===== src/rtl/hazard_ctrl.sv =====
// -----------------------------------------------------------------------------
// hazard_ctrl
//   Pipeline hazard and stall controller for the 5-stage core. It produces the
//   write-enable and flush controls for the PC and the IF/ID, ID/EX and EX/MEM
//   pipeline registers. It resolves these conditions, highest priority first:
//   memory freezes, taken-branch squashes, load-use hazards, and HI/LO hazards
//   while a multi-cycle mult/div occupies EX.
//
// Parameters
//   MULDIV_CYCLES  EX occupancy of a mult/div in cycles (2..63)
//   PERF_W         width of the saturating stall-cycle counter
//
// Ports
//   clock            pipeline clock, rising edge
//   reset            asynchronous active-low reset
//   id_rs, id_rt     source register fields of the ID instruction
//   id_uses_rt       ID instruction reads rt
//   id_muldiv_start  ID instruction is a mult/div
//   id_hilo_use      ID instruction is mfhi/mflo
//   ex_memread       EX instruction is a load
//   ex_rt            destination register of the EX load
//   branch_taken     EX branch/jump resolved taken
//   mem_stall        memory not ready, freeze everything
//   pc_wen, ifid_wen, idex_wen, exmem_wen   register write enables
//   ifid_flush, idex_flush                  bubble insertion
//   muldiv_busy      registered, high while a mult/div occupies EX
//   stall_count      saturating count of cycles with pc_wen low
// -----------------------------------------------------------------------------
module hazard_ctrl #(
  parameter int MULDIV_CYCLES = 32,
  parameter int PERF_W        = 16
) (
  input  logic              clock,
  input  logic              reset,
  input  logic [4:0]        id_rs,
  input  logic [4:0]        id_rt,
  input  logic              id_uses_rt,
  input  logic              id_muldiv_start,
  input  logic              id_hilo_use,
  input  logic              ex_memread,
  input  logic [4:0]        ex_rt,
  input  logic              branch_taken,
  input  logic              mem_stall,
  output logic              pc_wen,
  output logic              ifid_wen,
  output logic              ifid_flush,
  output logic              idex_wen,
  output logic              idex_flush,
  output logic              exmem_wen,
  output logic              muldiv_busy,
  output logic [PERF_W-1:0] stall_count
);

  typedef enum logic {RUN = 1'b0, MDWAIT = 1'b1} state_t;

  localparam logic [5:0] MD_LOAD = 6'(MULDIV_CYCLES - 1);

  state_t      state, state_nxt;
  logic [5:0]  md_cnt, md_cnt_nxt;
  logic        load_use;
  logic        hilo_haz;
  logic        md_go;

  // Hazard detection. Register 0 is hardwired, so a load "to r0" never hazards.
  always_comb begin
    load_use = ex_memread && (ex_rt != 5'd0) &&
               ((ex_rt == id_rs) || (id_uses_rt && (ex_rt == id_rt)));
    // A second mult/div in ID also has to wait for the unit to drain.
    hilo_haz = (state == MDWAIT) && (id_hilo_use || id_muldiv_start);
  end

  // Prioritised control outputs.
  always_comb begin
    pc_wen     = 1'b1;
    ifid_wen   = 1'b1;
    ifid_flush = 1'b0;
    idex_wen   = 1'b1;
    idex_flush = 1'b0;
    exmem_wen  = 1'b1;
    md_go      = 1'b0;
    if (mem_stall) begin
      pc_wen    = 1'b0;
      ifid_wen  = 1'b0;
      idex_wen  = 1'b0;
      exmem_wen = 1'b0;
    end else if (branch_taken) begin
      // The ID instruction is squashed, so any mult/div start in ID is dropped.
      ifid_flush = 1'b1;
      idex_flush = 1'b1;
    end else if (load_use || hilo_haz) begin
      pc_wen     = 1'b0;
      ifid_wen   = 1'b0;
      idex_flush = 1'b1;
    end else begin
      md_go = (state == RUN) && id_muldiv_start;
    end
  end

  // Next-state logic. The occupancy counter keeps running through memory
  // freezes because the mult/div unit itself is not frozen.
  always_comb begin
    state_nxt  = state;
    md_cnt_nxt = md_cnt;
    case (state)
      RUN: begin
        if (md_go) begin
          state_nxt  = MDWAIT;
          md_cnt_nxt = MD_LOAD;
        end
      end
      MDWAIT: begin
        if (md_cnt == 6'd0) begin
          state_nxt = RUN;
        end else begin
          md_cnt_nxt = md_cnt - 6'd1;
        end
      end
      default: begin
        state_nxt  = RUN;
        md_cnt_nxt = 6'd0;
      end
    endcase
  end

  // State register
  always_ff @(posedge clock or negedge reset) begin
    if (!reset) begin
      state  <= RUN;
      md_cnt <= 6'd0;
    end else begin
      state  <= state_nxt;
      md_cnt <= md_cnt_nxt;
    end
  end

  // Performance counter: counts frozen-PC cycles, sticks at all-ones.
  always_ff @(posedge clock or negedge reset) begin
    if (!reset) begin
      stall_count <= '0;
    end else if (!pc_wen && (stall_count != '1)) begin
      stall_count <= stall_count + PERF_W'(1);
    end
  end

  assign muldiv_busy = (state == MDWAIT);

endmodule


===== config.mk =====
export PLATFORM = sky130hd
export DESIGN_NAME = hazard_ctrl
export DESIGN_NICKNAME = d
export VERILOG_FILES = /design/src/rtl/hazard_ctrl.sv
export SDC_FILE = /design/constraint.sdc
export NUM_CORES = 1
export LEC_CHECK = 0
export ABC_AREA = 1
export CAP_MARGIN = 40
export CORE_ASPECT_RATIO = 1.5
export CORE_MARGIN = 4
export CORE_UTILIZATION = 40
export CTS_BUF_LIST = sky130_fd_sc_hd__clkbuf_4
export CTS_CLUSTER_DIAMETER = 80
export DETAILED_ROUTE_END_ITERATION = 12
export PLACE_DENSITY = 0.71
export SETUP_SLACK_MARGIN = 0.5
export SYNTH_ARGS = -nofsm -noshare
export SYNTH_HDL_FRONTEND = slang
export SYNTH_SLANG_ARGS = --single-unit

===== constraint.sdc =====
create_clock -name clock -period 1.8 [get_ports clock]
set_input_delay 0.45 -clock clock [delete_from_list [all_inputs] [get_ports clock]]
set_output_delay 0.45 -clock clock [all_outputs]
set_load 0.01 [all_outputs]

# Word level (Yosys, flattened, before mapping)

Index checks and enable logic that the tools add are counted.

Logic and storage cells: 42
Input bits: 23
Output and inout bits: 23
Register bits after elaboration: 23

Add/sub/neg operators: 2
Reductions and logical operators: 13
Multiplexer cells: 18
Bitwise operators: 1
Eq/ne operators: 5

Operators by type and width:

| operator                | number |
|---|---|
| $add A16 B1 Y16 const B | 1 |
| $ne A16 B16 Y1 const B  | 1 |
| $mux W1                 | 14 |
| $mux W6                 | 2 |
| $pmux W6 S2             | 1 |
| $eq A5 B5 Y1            | 2 |
| $logic_and A1 B1 Y1     | 6 |
| $logic_not A6 Y1        | 1 |
| $sub A6 B1 Y6 const B   | 1 |
| $reduce_bool A5 Y1      | 1 |
| $ne A2 B2 Y1 const B    | 2 |
| $logic_or A1 B1 Y1      | 3 |
| $pmux W1 S2             | 1 |
| $reduce_and A2 Y1       | 1 |
| $logic_not A1 Y1        | 1 |
| $not A1 Y1              | 1 |

# Depth between registers and ports, before layout

Word-level depth: 10
Gate-level depth with buffers: 12
Depth with buffers taken out: 11

# Worst setup path after synthesis

OpenSTA, ideal clock, no wires.

Kind: input port to output port
Start point: in ex_rt[3]
End point: out pc_wen
Buffers on the path: 2
Cell stages on the path: 9
Data arrival time: 1.509 ns
Path slack: -0.159 ns
Required time: 1.350 ns
Path through: inv_1 -> nand4_1 -> o21ai_0 -> inv_1 -> nand2_1 -> nand3_2 -> buf_2 -> nand2_1 -> buf_4

Longest elaborated chain between the ends: 8
Elaborated cells on any way between the ends: 11
Classes of those cells: eq/ne: 2; mux: 3; reduce/logical: 6

Ends and longest elaborated chain:

| what                    | line | source |
|---|---|---|
| start: declaration      | 41   | `input logic [4:0] ex_rt,` |
| $eq A5 B5 Y1            | 67   | `((ex_rt == id_rs) \|\| (id_uses_rt && (ex_rt == id_rt)));` |
| $logic_and A1 B1 Y1     | 67   |  |
| $logic_or A1 B1 Y1      | 67   |  |
| $logic_and A1 B1 Y1 *   | 66   | `load_use = ex_memread && (ex_rt != 5'd0) &&` |
| $logic_or A1 B1 Y1 *    | 90   | `end else if (load_use \|\| hilo_haz) begin` |
| $mux W1 * (3 in series) | -    |  |
| end: declaration        | 44   | `output logic pc_wen,` |

Every way passes the cells marked *; elsewhere a longest branch is shown, timed or not.

# Worst setup path in the final report

Start point: in id_rs[0]
End point: out idex_flush

Longest elaborated chain between the ends: 7

Ends and longest elaborated chain:

| what                | line | source |
|---|---|---|
| start: declaration  | 35   | `input logic [4:0] id_rs,` |
| $eq A5 B5 Y1        | 67   |  |
| $logic_or A1 B1 Y1  | 67   |  |
| $logic_and A1 B1 Y1 | 66   |  |
| $logic_or A1 B1 Y1  | 90   |  |
| $mux W1             | 90   |  |
| $mux W1             | 86   | `end else if (branch_taken) begin` |
| $mux W1             | 81   | `if (mem_stall) begin` |
| end: declaration    | 48   | `output logic idex_flush,` |

Every way passes these cells.

==> results by group <==
Hold path
  – Hold Path Class: in2async

Global route
  – Initial antenna violation count: 0
  – M2 GR Usage: 38.9%
  – First-pass GRT wire length: 8630 µm
  – GR peak layer: met2
  – Met3 GRT Util: 2.67%
  – Met1 global-route usage: 22.9%
  – GR Overflow Total: 0
  – Tot GR Track Use: 21.2%
  – Pin count of the biggest net entering global routing: 24
  – Vias in the first global route: 2014

Synth
  – Synthesized area: 1660 µm²
  – Syn_area_per_cell: 6.96 µm²
  – Syn Inst Count: 239
  – Ys Warns: 0
  – Seq/Total Area, Yosys: 34.6%
  – Yosys top cell area share: 34.6%
  – Largest area contributor in the netlist: dfrtp_1
  – Top post-synthesis cells by area: dfrtp_1 35%, nand2_1 19%, inv_1 8.3%, nand4_1 7.1%, xor2_1 6.3%
  – Cell variety after synth: 24
  – #FFs+latches synth: 23
  – Syn_nets: 264

Final layout
  – Area Growth Syn to Fin: 70.0%
  – Final nets: 368
  – Final std cells w/o fill: 387
  – Most common cell after layout, fill and taps aside: nand2_1
  – Most frequent cells in the layout: 73 x nand2_1, 38 x buf_4, 36 x buf_6
  – Share of layout cells above drive strength 1: 43.6%
  – Fin util: 70.8%
  – Inserted Diodes: 0

STA
  – Setup repair after global routing missed its margin: true
  – Max-slew headroom: 80.0%
  – Slew Viols, Final: 0
  – Setup TNS: -0.0458 ns
  – Final hold vios: 0
  – Final min period: 1.83 ns
  – Final setup viols: 3
  – Final Hold Slack: 0.464 ns
  – Fmax: 546 MHz
  – Worst slew pin tran: 0.300 ns
  – Layout Skew: 0.00455 ns
  – Final Cycle Share: 102%
  – Final WS setup: -0.0305 ns

Power and ir drop
  – Clock power share: 9.4%
  – Static leakage: 1.51 nW
  – Psw: 1.07 mW
  – Sw Ratio: 39.4%
  – Final Total Pwr: 2.73 mW
  – Power Dens Cells: 963 nW/µm²
  – Reg power frac: 28.6%
  – Worst ir drop on vdd: 0.520 mV
  – Cell Int Power: 1.65 mW
  – Comb pwr share: 62.0%

Die
  – Core area: 3990 µm²
  – # IOs: 46
  – Core Rows: 28
  – DIE AREA: 5280 µm²
  – Initial cell density of the core: 41.7%
  – Die width: 60.7 µm
  – DIE HEIGHT: 87.0 µm

Routing
  – DR WL/cell: 13.5 µm
  – Vias/cell: 5.02
  – Vias: 1941
  – Number of iterations in the first detailed-routing pass: 4
  – Antenna viol nets, final: 0
  – Routed WL: 5210 µm
  – DRC viols: 0
  – Drt initial violations: 46

Worst setup path
  – Worst setup SP type: input pin
  – Worst-path fanout max: 3
  – Cells along the critical path: clkdlybuf4s15_2 > inv_1 > nand2_1 > nand2_1 > nor2_1 > nand3_1 > nand2_1 > nand2_2 > a31oi_1 > buf_2
  – Top delay family on crit path: simple AND/OR/NAND/NOR gates
  – Most common cell on crit path: nand2_1
  – Data arrival, critical path: 1.38 ns
  – WP buf/inv: 3
  – CP peak stage delay: 0.18 ns
  – Worst Setup Path Type: in2out
  – CP Capture Type: output pin
  – WP data required: 1.35 ns
  – Slowest cell on crit path: clkdlybuf4s15_2

Clock tree
  – TritonCTS clock tree: yes
  – Clock transition at path regs: 0.14 ns
  – Clk sinks: 23
  – Clock Root Buffer: clkbuf_4
  – Clock Latency Late Sink: 0.32 ns
  – CTS max path bufs: 2
  – Cts bufs inserted: 3
  – H-tree Lvls: 1
  – Post-CTS Hold Buffers: 0

Status
  – Failing checks: setup timing
  – Status: finished, violations left

Placed design
  – PortBufs: 45
  – Dpl hpwl: 3340 µm
  – Cells after DPL: 341
  – Placer Congestion: 0.865

Flow run
  – Max-Cap Viols: 0
## state kept, by name (all words and copies together), names as in the netlist
signal and cells:
md_cnt 6, muldiv_busy 1, stall_count 16
## through the flow
stage	setup WS, ns	cell area [µm²]
finish	-0.0305	2830
global route	-0.141	2830
CTS	-0.0696	2730
detailed placement	-0.907	2350
global placement	-0.891	2350
floorplan	0.0709	1770
## what timing repair did
action,4_1_cts,5_1_grt
buffers inserted,33,7
cloned,2,0
pin swaps,33,35
endpoints found under the setup margin,46,46
gates resized for setup,212,16
## cells in the mapped netlist (all sizes together)
cell / instances
xor2: 12
dfrtp: 23
clkbuf: 1
buf: 5
nand2: 86
nand3: 17
nor3b: 1
nor2: 18
nor3: 6
xnor2: 6
a31oi: 1
inv: 37
nand3b: 1
o21ai: 3
ha: 2
nand4: 20
## area by class of cell
class                      instances  area (µm²)
inverter                          37         175
multi-input combinational        174        1050
timing repair buffer             104         933
clock inverter                     1        5.00
fill                             309        1160
clock buffer                       3        22.5
tap                               45        56.3
sequential                        23         582
## cell families after synthesis
| family | synth area share, % |
|---|---|
| fa+ha+maj | 1.50 |
| buf+inv | 10.8 |
| simple gates | 42.4 |
| flops | 34.6 |
| compound gates | 1.28 |
| xor+xnor | 9.47 |
## metal layers
| metal | vias up | routed length [µm] |
|---|---|---|
| li1 | 960 | - |
| met1 | 909 | 2000 |
| met2 | 60 | 2800 |
| met3 | 12 | 261 |
| met4 | 0 | 155 |
| met5 | - | 0 |
## path summary, 6_finish.rpt
kind                                 from  depth (start not counted)  slack (ns)              end
min in group clock              md_cnt[1]                          2        0.55        md_cnt[1]
min reg2reg                     md_cnt[1]                          2        0.55        md_cnt[1]
max in group asynchronous           reset                          2        1.08  stall_count[12]
max reg2reg                stall_count[1]                         10        0.14  stall_count[12]
max                              id_rs[0]                         10       -0.03       idex_flush
min                                 reset                          2        0.46   stall_count[8]
## power by group through the flow
stage	combinational [mW]	sequential, mW	clock, mW
after detailed placement	1.07	0.800	0
final	1.69	0.779	0.256
after floorplan	0.555	0.850	0
after CTS	1.53	0.771	0.256
after global routing	1.85	0.794	0.278
after global placement	1.05	0.795	0
Power figures use the tool's default switching activity.
